==> src/rtl/cloud_render.sv <==
// Cloud sprite renderer: three 48x16 clouds with vblank-only position capture
// and a two-stage pixel pipeline aligned with video_on.
module cloud_render #(
  parameter int CLOUD_W  = 48,
  parameter int CLOUD_H  = 16,
  parameter int CLOUD_Y0 = 60,
  parameter int CLOUD_Y1 = 90,
  parameter int CLOUD_Y2 = 70,
  parameter int H_ACTIVE = 640,
  parameter int V_ACTIVE = 480,
  parameter int PARK_X   = 750
) (
  input  logic        clk_25MHz,
  input  logic        rst_n,
  input  logic [9:0]  hcount,
  input  logic [9:0]  vcount,
  input  logic        video_on,
  input  logic [10:0] hc0,
  input  logic [10:0] hc1,
  input  logic [10:0] hc2,
  output logic        cloud_pix,
  output logic [1:0]  cloud_id,
  output logic        video_on_d,
  output logic        pos_stale
);

  localparam int C_BITS = 6;  // sprite bitmap is fixed at 48 columns
  localparam int R_BITS = 4;  // and 16 rows
  localparam logic [11:0] W12    = 12'(CLOUD_W);
  localparam logic [10:0] H11    = 11'(CLOUD_H);
  localparam logic [11:0] HIDE_X = 12'(H_ACTIVE + CLOUD_W);
  localparam logic [10:0] PARK   = 11'(PARK_X);
  localparam logic [9:0]  V_LAST = 10'(V_ACTIVE);
  localparam logic [2:0][10:0] Y_TOP = {11'(CLOUD_Y2), 11'(CLOUD_Y1), 11'(CLOUD_Y0)};
  localparam logic [2:0]  MAX_FAIL = 3'd7;

  typedef enum logic [1:0] {IDLE, SAMPLE, CHECK, COMMIT} cap_state_t;

  cap_state_t  state;
  logic [2:0]  retry;
  logic [10:0] s [3];
  logic [10:0] t [3];
  logic        hc_match;

  assign hc_match = (hc0 == t[0]) && (hc1 == t[1]) && (hc2 == t[2]);

  // Capture FSM: sample the scroller positions twice during vblank and commit
  // only when they agree, so the visible frame always renders from stable shadows.
  always_ff @(posedge clk_25MHz or negedge rst_n) begin
    if (!rst_n) begin
      state     <= IDLE;
      retry     <= '0;
      pos_stale <= 1'b0;
      // NOTE: shadow/trial positions are only three registers each, so they are
      // reset explicitly; clouds must start parked rather than at random columns.
      for (int k = 0; k < 3; k++) begin
        s[k] <= PARK;
        t[k] <= PARK;
      end
    end else if (state != IDLE && vcount == '0) begin
      state     <= IDLE;
      pos_stale <= 1'b1;
    end else begin
      // NOTE: all state here uses non-blocking assignments so every register
      // sees the pre-edge values of the others, exactly like the hardware.
      case (state)
        IDLE: begin
          if (vcount == V_LAST && hcount == '0) begin
            state <= SAMPLE;
            retry <= '0;
          end
        end
        SAMPLE: begin
          t[0]  <= hc0;
          t[1]  <= hc1;
          t[2]  <= hc2;
          state <= CHECK;
        end
        CHECK: begin
          if (hc_match) begin
            state <= COMMIT;
          end else if (retry == MAX_FAIL) begin
            state     <= IDLE;
            pos_stale <= 1'b1;
          end else begin
            retry <= retry + 3'd1;
            state <= SAMPLE;
          end
        end
        COMMIT: begin
          for (int k = 0; k < 3; k++) s[k] <= t[k];
          pos_stale <= 1'b0;
          state     <= IDLE;
        end
        default: state <= IDLE;
      endcase
    end
  end

  logic [11:0]       x_ext;
  logic [11:0]       x_plus_w;
  logic [10:0]       y_ext;
  logic [2:0]        box_next;
  logic [C_BITS-1:0] c_next [3];
  logic [R_BITS-1:0] r_next [3];

  assign x_ext    = {2'b00, hcount};
  assign x_plus_w = x_ext + W12;
  assign y_ext    = {1'b0, vcount};

  // Column test is done as x < s and x + W >= s, so no negative left edge
  // is ever formed; s == 0 naturally covers nothing.
  always_comb begin
    // NOTE: every output of this block gets a default first, so no path can
    // leave a value unassigned and infer a latch.
    box_next = '0;
    for (int k = 0; k < 3; k++) begin
      c_next[k] = '0;
      r_next[k] = '0;
    end
    for (int k = 0; k < 3; k++) begin
      box_next[k] = (s[k] != PARK)
                 && ({1'b0, s[k]} < HIDE_X)
                 && (x_ext < {1'b0, s[k]})
                 && (x_plus_w >= {1'b0, s[k]})
                 && (y_ext >= Y_TOP[k])
                 && (y_ext < Y_TOP[k] + H11);
      c_next[k] = C_BITS'(x_plus_w - {1'b0, s[k]});
      r_next[k] = R_BITS'(y_ext - Y_TOP[k]);
    end
  end

  logic [2:0]        box1;
  logic [C_BITS-1:0] c1 [3];
  logic [R_BITS-1:0] r1 [3];
  logic              vo1;

  always_ff @(posedge clk_25MHz or negedge rst_n) begin
    if (!rst_n) begin
      box1 <= '0;
      vo1  <= 1'b0;
      for (int k = 0; k < 3; k++) begin
        c1[k] <= '0;
        r1[k] <= '0;
      end
    end else begin
      box1 <= box_next;
      vo1  <= video_on;
      for (int k = 0; k < 3; k++) begin
        c1[k] <= c_next[k];
        r1[k] <= r_next[k];
      end
    end
  end

  function automatic logic sprite_on(input logic [R_BITS-1:0] r, input logic [C_BITS-1:0] c);
    if (r < 4'd4)      return (c >= 6'd16) && (c <= 6'd31);
    else if (r < 4'd8) return (c >= 6'd8)  && (c <= 6'd39);
    else               return (c <= 6'd47);
  endfunction

  logic [2:0] hit;

  always_comb begin
    hit = '0;
    for (int k = 0; k < 3; k++) hit[k] = box1[k] && sprite_on(r1[k], c1[k]);
  end

  // Lowest index wins where clouds overlap.
  always_ff @(posedge clk_25MHz or negedge rst_n) begin
    if (!rst_n) begin
      cloud_pix  <= 1'b0;
      cloud_id   <= 2'd3;
      video_on_d <= 1'b0;
    end else begin
      video_on_d <= vo1;
      cloud_pix  <= vo1 && (|hit);
      if (!vo1)        cloud_id <= 2'd3;
      else if (hit[0]) cloud_id <= 2'd0;
      else if (hit[1]) cloud_id <= 2'd1;
      else if (hit[2]) cloud_id <= 2'd2;
      else             cloud_id <= 2'd3;
    end
  end

endmodule
==> config.mk <==
export PLATFORM = sky130hd
export DESIGN_NAME = cloud_render
export DESIGN_NICKNAME = d
export VERILOG_FILES = /design/src/rtl/cloud_render.sv
export SDC_FILE = /design/constraint.sdc
export NUM_CORES = 1
export LEC_CHECK = 0
export CAP_MARGIN = 40
export CORE_ASPECT_RATIO = 0.6
export CORE_MARGIN = 1
export CORE_UTILIZATION = 35
export DETAILED_ROUTE_END_ITERATION = 6
export PLACE_DENSITY_LB_ADDON = 0.12
export SYNTH_ARGS = -nofsm -noshare
export SYNTH_HDL_FRONTEND = slang
export SYNTH_SLANG_ARGS = --single-unit
==> constraint.sdc <==
create_clock -name clk_25MHz -period 6.1 [get_ports clk_25MHz]
set_input_delay 1.22 -clock clk_25MHz [delete_from_list [all_inputs] [get_ports clk_25MHz]]
set_output_delay 1.22 -clock clk_25MHz [all_outputs]
set_load 0.05 [all_outputs]
Word level (Yosys, flattened, before mapping)
Index checks and enable logic that the tools add are counted. W data, S select, Z words.

Logic and storage cells: 145. Flip-flop bits (word level): 110. Output and inout bits: 5. Bits of input ports: 56.

Muxes and demuxes: 23. Bitwise logic cells: 1. Equality and inequality tests: 17. Order comparisons: 36. Add/sub/neg operators: 8. Reduce and logical (&&, ||, !) cells: 40.

Operators by type and width (count): $le A6 B6 Y1 const B (6); $eq A11 B11 Y1 (3); $ge A11 B11 Y1 (3); $lt A10 B11 Y1 (3); $lt A11 B10 Y1 const B (3); $ne A11 B10 Y1 const B (3); $lt A10 B7 Y1 const B (3); $logic_and A1 B1 Y1 (29); $ge A10 B7 Y1 const B (2); $logic_not A10 Y1 (2); $ge A6 B4 Y1 const B (3); $ge A6 B5 Y1 const B (3); $le A6 B5 Y1 const B (3); $sub A6 B6 Y6 (3); $lt A4 B3 Y1 const B (3); $lt A4 B4 Y1 const B (3); $mux W2 (6); $add A10 B6 Y11 const B (1); $mux W1 (11); $eq A10 B9 Y1 const B (1); $ge A10 B6 Y1 const B (1); $mux W3 (3); $ne A3 B3 Y1 const B (3); $pmux W2 S4 (1); other kinds (17) (23).

Depth between registers and ports, before layout
Word-level depth: 9. Gate-level depth with buffers: 10. Mapped depth without buffers: 10.

Worst setup path before layout
Ideal clock, no wire load.

Path kind: input-to-reg. From: in vcount[2]. To: reg t[11] in the netlist's numbering. Arrival time: 2.959 ns. Stages on the path: 8. Setup slack: 3.016 ns. Buffers on the path: 1. Cells stage by stage: inv_1 > ha_1 > nor4b_1 > nor4b_1 > o21ai_1 > nand3_1 > buf_4 > mux2_2.

Cells in the longest elaborated chain, start to end: 4.

RTL lines: from (decl) (line 16) `input logic [9:0] vcount,`; $logic_not A10 Y1 (line 60) `end else if (state != IDLE && vcount == '0) begin`; $logic_and A1 B1 Y1 (line 60); $not A1 Y1 (no source line); $reduce_and A2 Y1 (no source line); to (decl) (line 42) `logic [10:0] t [3];`.

No other way between the ends. A chain may end at the register's enable or synchronous reset.

Final worst setup path
From: in vcount[3]. To: reg t[4] in the netlist's numbering.

The elaborated chain is that of the path after synthesis.

==> out/metrics.yaml <==
run_status:
  outcome: "finished, final reports clean"
floorplan:
  die-area_um2: 17200
  rows: 36
  ios: 61
  fp.dieW_um: 169
  core_area_um2: 16300
  die_h_um: 102
  start_util: 0.358
clocking:
  postCtsHoldBufs: 0
  numCtsBuffers: 9
  root_buffer: "clkbuf_16"
  tritoncts: "built"
  insertion_delay_ns: 0.35
  htree_levels: 3
  cts_setup_buffers: 0
  ctsResizeCount: 0
  cts_max_path_buffers: 2
  clk_pin_slew_ns: 0.07
  cts_sinks: 95
detailed_routing:
  drtPass1Iterations: 5
  via_per_inst: 5.18
  routedWlPerCell_um: 18.9
  drtIter0Drc: 274
  vias: 4274
  ant_nets: 0
  totalWireLength_um: 15600
  drc_errors: 0
cells_and_area:
  drive_above_1_share: 0.223
  layoutNonFillerInstCount: 825
  fin_util: 0.431
  num-nets-final: 712
  areaGrowthSynthToFinish_pct: 20.2
  final_cell_mix: "mux2_2 (66), ha_1 (61), clkdlybuf4s50_1 (59)"
  fillCellCount: 1579
  antennaDiodeCount: 0
  final_common_cell: "mux2_2"
place:
  pre_cts_ws_ns: 1.74
  dp.cells: 809
  portBuffers: 60
  dpl.hpwl_um: 12500
  gp_congestion: 0.852
logic_synthesis:
  synth_top_flop_cell: "dfrtp_1"
  avgSynthCellArea_um2: 11.1
  synthArstFlopShare: 1.00
  synthesis.area_um2: 5820
  syn_nets: 644
  ys_seq_elements: 95
  syn_inst: 524
  synth_warnings: 0
  yosysUniqueCellTypes: 50
  synth_edf_count: 0
  seq_area_frac_synth: 0.418
worst_setup_path:
  cp-end-kind: "flop"
  cpMaxStageDelayCell: "clkdlybuf4s50_1"
  critPathMaxStageDelay_ns: 0.57
  ff2ff_path_depth: 5
  critPathMostFrequentCell: "nor4b_1"
  cp.required_ns: 6.33
  worstPathMaxFanout: 34
  crit_arrival_ns: 4.24
  cp-start-kind: "input port"
  path_cells: "clkdlybuf4s50_1 -> inv_1 -> ha_1 -> nor4b_1 -> nor4b_1 -> o21ai_1 -> nand3_1 -> buf_4 -> mux2_2"
  crit_type: "in2reg"
global_routing:
  grt_pass1_vias: 4220
  grt_util_met3: 0.0414
  grt_max_degree: 60
  grt_pass1_wl_um: 24100
  grtUsageMet2: 0.270
  grt_remaining_overflow: 0
  grt.total_usage: 0.190
  antenna_found_initial: 0
  top_usage_layer: "met1"
  grt_use_met1: 0.290
timing:
  tightest_slew_ns: 0.623
  hold_violations: 0
  maxSlewHeadroom: 0.582
  rsz0062_at_grt: "false"
  setup_viol: 0
  max_freq_ghz: 0.249
  layout_setup_ws_ns: 2.09
  fin_crit_ns: 4.01
  setup_tns_ns: 0
  finClkSkew_ns: 0.00763
  slew_violations: 0
  fin_crit_sh: 0.658
power:
  vdd_drop_max_mv: 0.129
  pwr_density_cell_nw_per_um2: 297
  p_leak_uw: 0.00292
job:
  cap_violations: 0
worst_hold_path:
  min_path_cells: 0
  holdCritPathClass: "reg2reg"
## power breakdown
part	total, uW	switching, uW	leakage (uW)	internal (uW)
sequential	957	135	0.00110	822
combinational	573	303	0.00168	270
clock	551	265	0.000144	285
total	2080	703	0.00292	1380
## Yosys cell counts, types with 4 or more instances
cell	number	area share
nand2b_1	5	0.0054
nand4_1	12	0.013
o22ai_1	4	0.0043
nor3_1	8	0.0069
dfrtp_1	51	0.22
ha_1	61	0.13
nor2_1	10	0.0064
a21o_1	11	0.014
o21ai_0	17	0.015
nand4b_1	4	0.0060
nand2_1	19	0.012
nor4_1	7	0.0075
dfstp_2	44	0.20
a31oi_1	5	0.0054
nand3_1	7	0.0060
xor2_1	18	0.027
buf_2	4	0.0034
a21oi_1	28	0.024
mux2_2	66	0.13
xnor2_1	29	0.044
inv_1	54	0.035
nor2b_1	5	0.0054
## through the flow
step | cell area [um^2] | hold WS [ns] | power (uW)
3_3_place_gp | 6690 | 0.414 | 1510
5_1_grt | 7000 | 0.457 | 2180
6_report | 7000 | 0.430 | 2080
4_1_cts | 7000 | 0.433 | 2090
3_5_place_dp | 6710 | 0.417 | 1530
2_1_floorplan | 5820 | 0.394 | 1280
## cell families after synthesis
group | after synthesis | share of synthesized area
AOI/OAI and AO/OA | 90 | 0.0986
xor gates and xnor gates | 47 | 0.0707
adders and majority gates | 64 | 0.141
buffers and inverters | 61 | 0.0421
DFF | 95 | 0.418
muxes | 69 | 0.133
and+or+nand+nor | 98 | 0.0967
## state kept, by name (all words and copies together), names as in the netlist, 2 cells and up
signal	cells
state	2
box1	3
r1	6
c1	9
s	33
t	33
retry	3
cloud_id	2
## metal layers
metal	part of all wire	vias up
li1	-	2017
met1	0.53	2147
met2	0.41	98
met3	0.057	12
met4	0.010	0
met5	0	-
## layout make-up
class                   instances  area (um^2)  area share
clock buffers                   9          225      0.0322
inverters                      54          203      0.0289
clock inverters                 7         62.6     0.00893
flip-flops and latches         95         2430       0.347
well taps                     228          285      0.0407
repair buffers                 64          648      0.0926
multi-input cells             368         3150       0.449
## critical path, delay by kind of cell
kind | cells | cell delay [ns]
compound gates | 1 | 0.23
fa+ha+maj | 1 | 0.15
buf+inv | 3 | 1.15
mux | 1 | 0.40
simple gates | 3 | 1.07
## final timing paths
kind	start	end	slack [ns]
worst min register to register	vo1	video_on_d	0.43
min in group asynchronous	rst_n	c1[4]	0.75
worst min-delay path	vo1	video_on_d	0.43
max in group asynchronous	rst_n	s[24]	4.36
worst max register to register	t[26]	retry[0]	3.58
worst max-delay path	vcount[3]	t[4]	2.09
No activity file was read; power rests on OpenSTA's default activity.
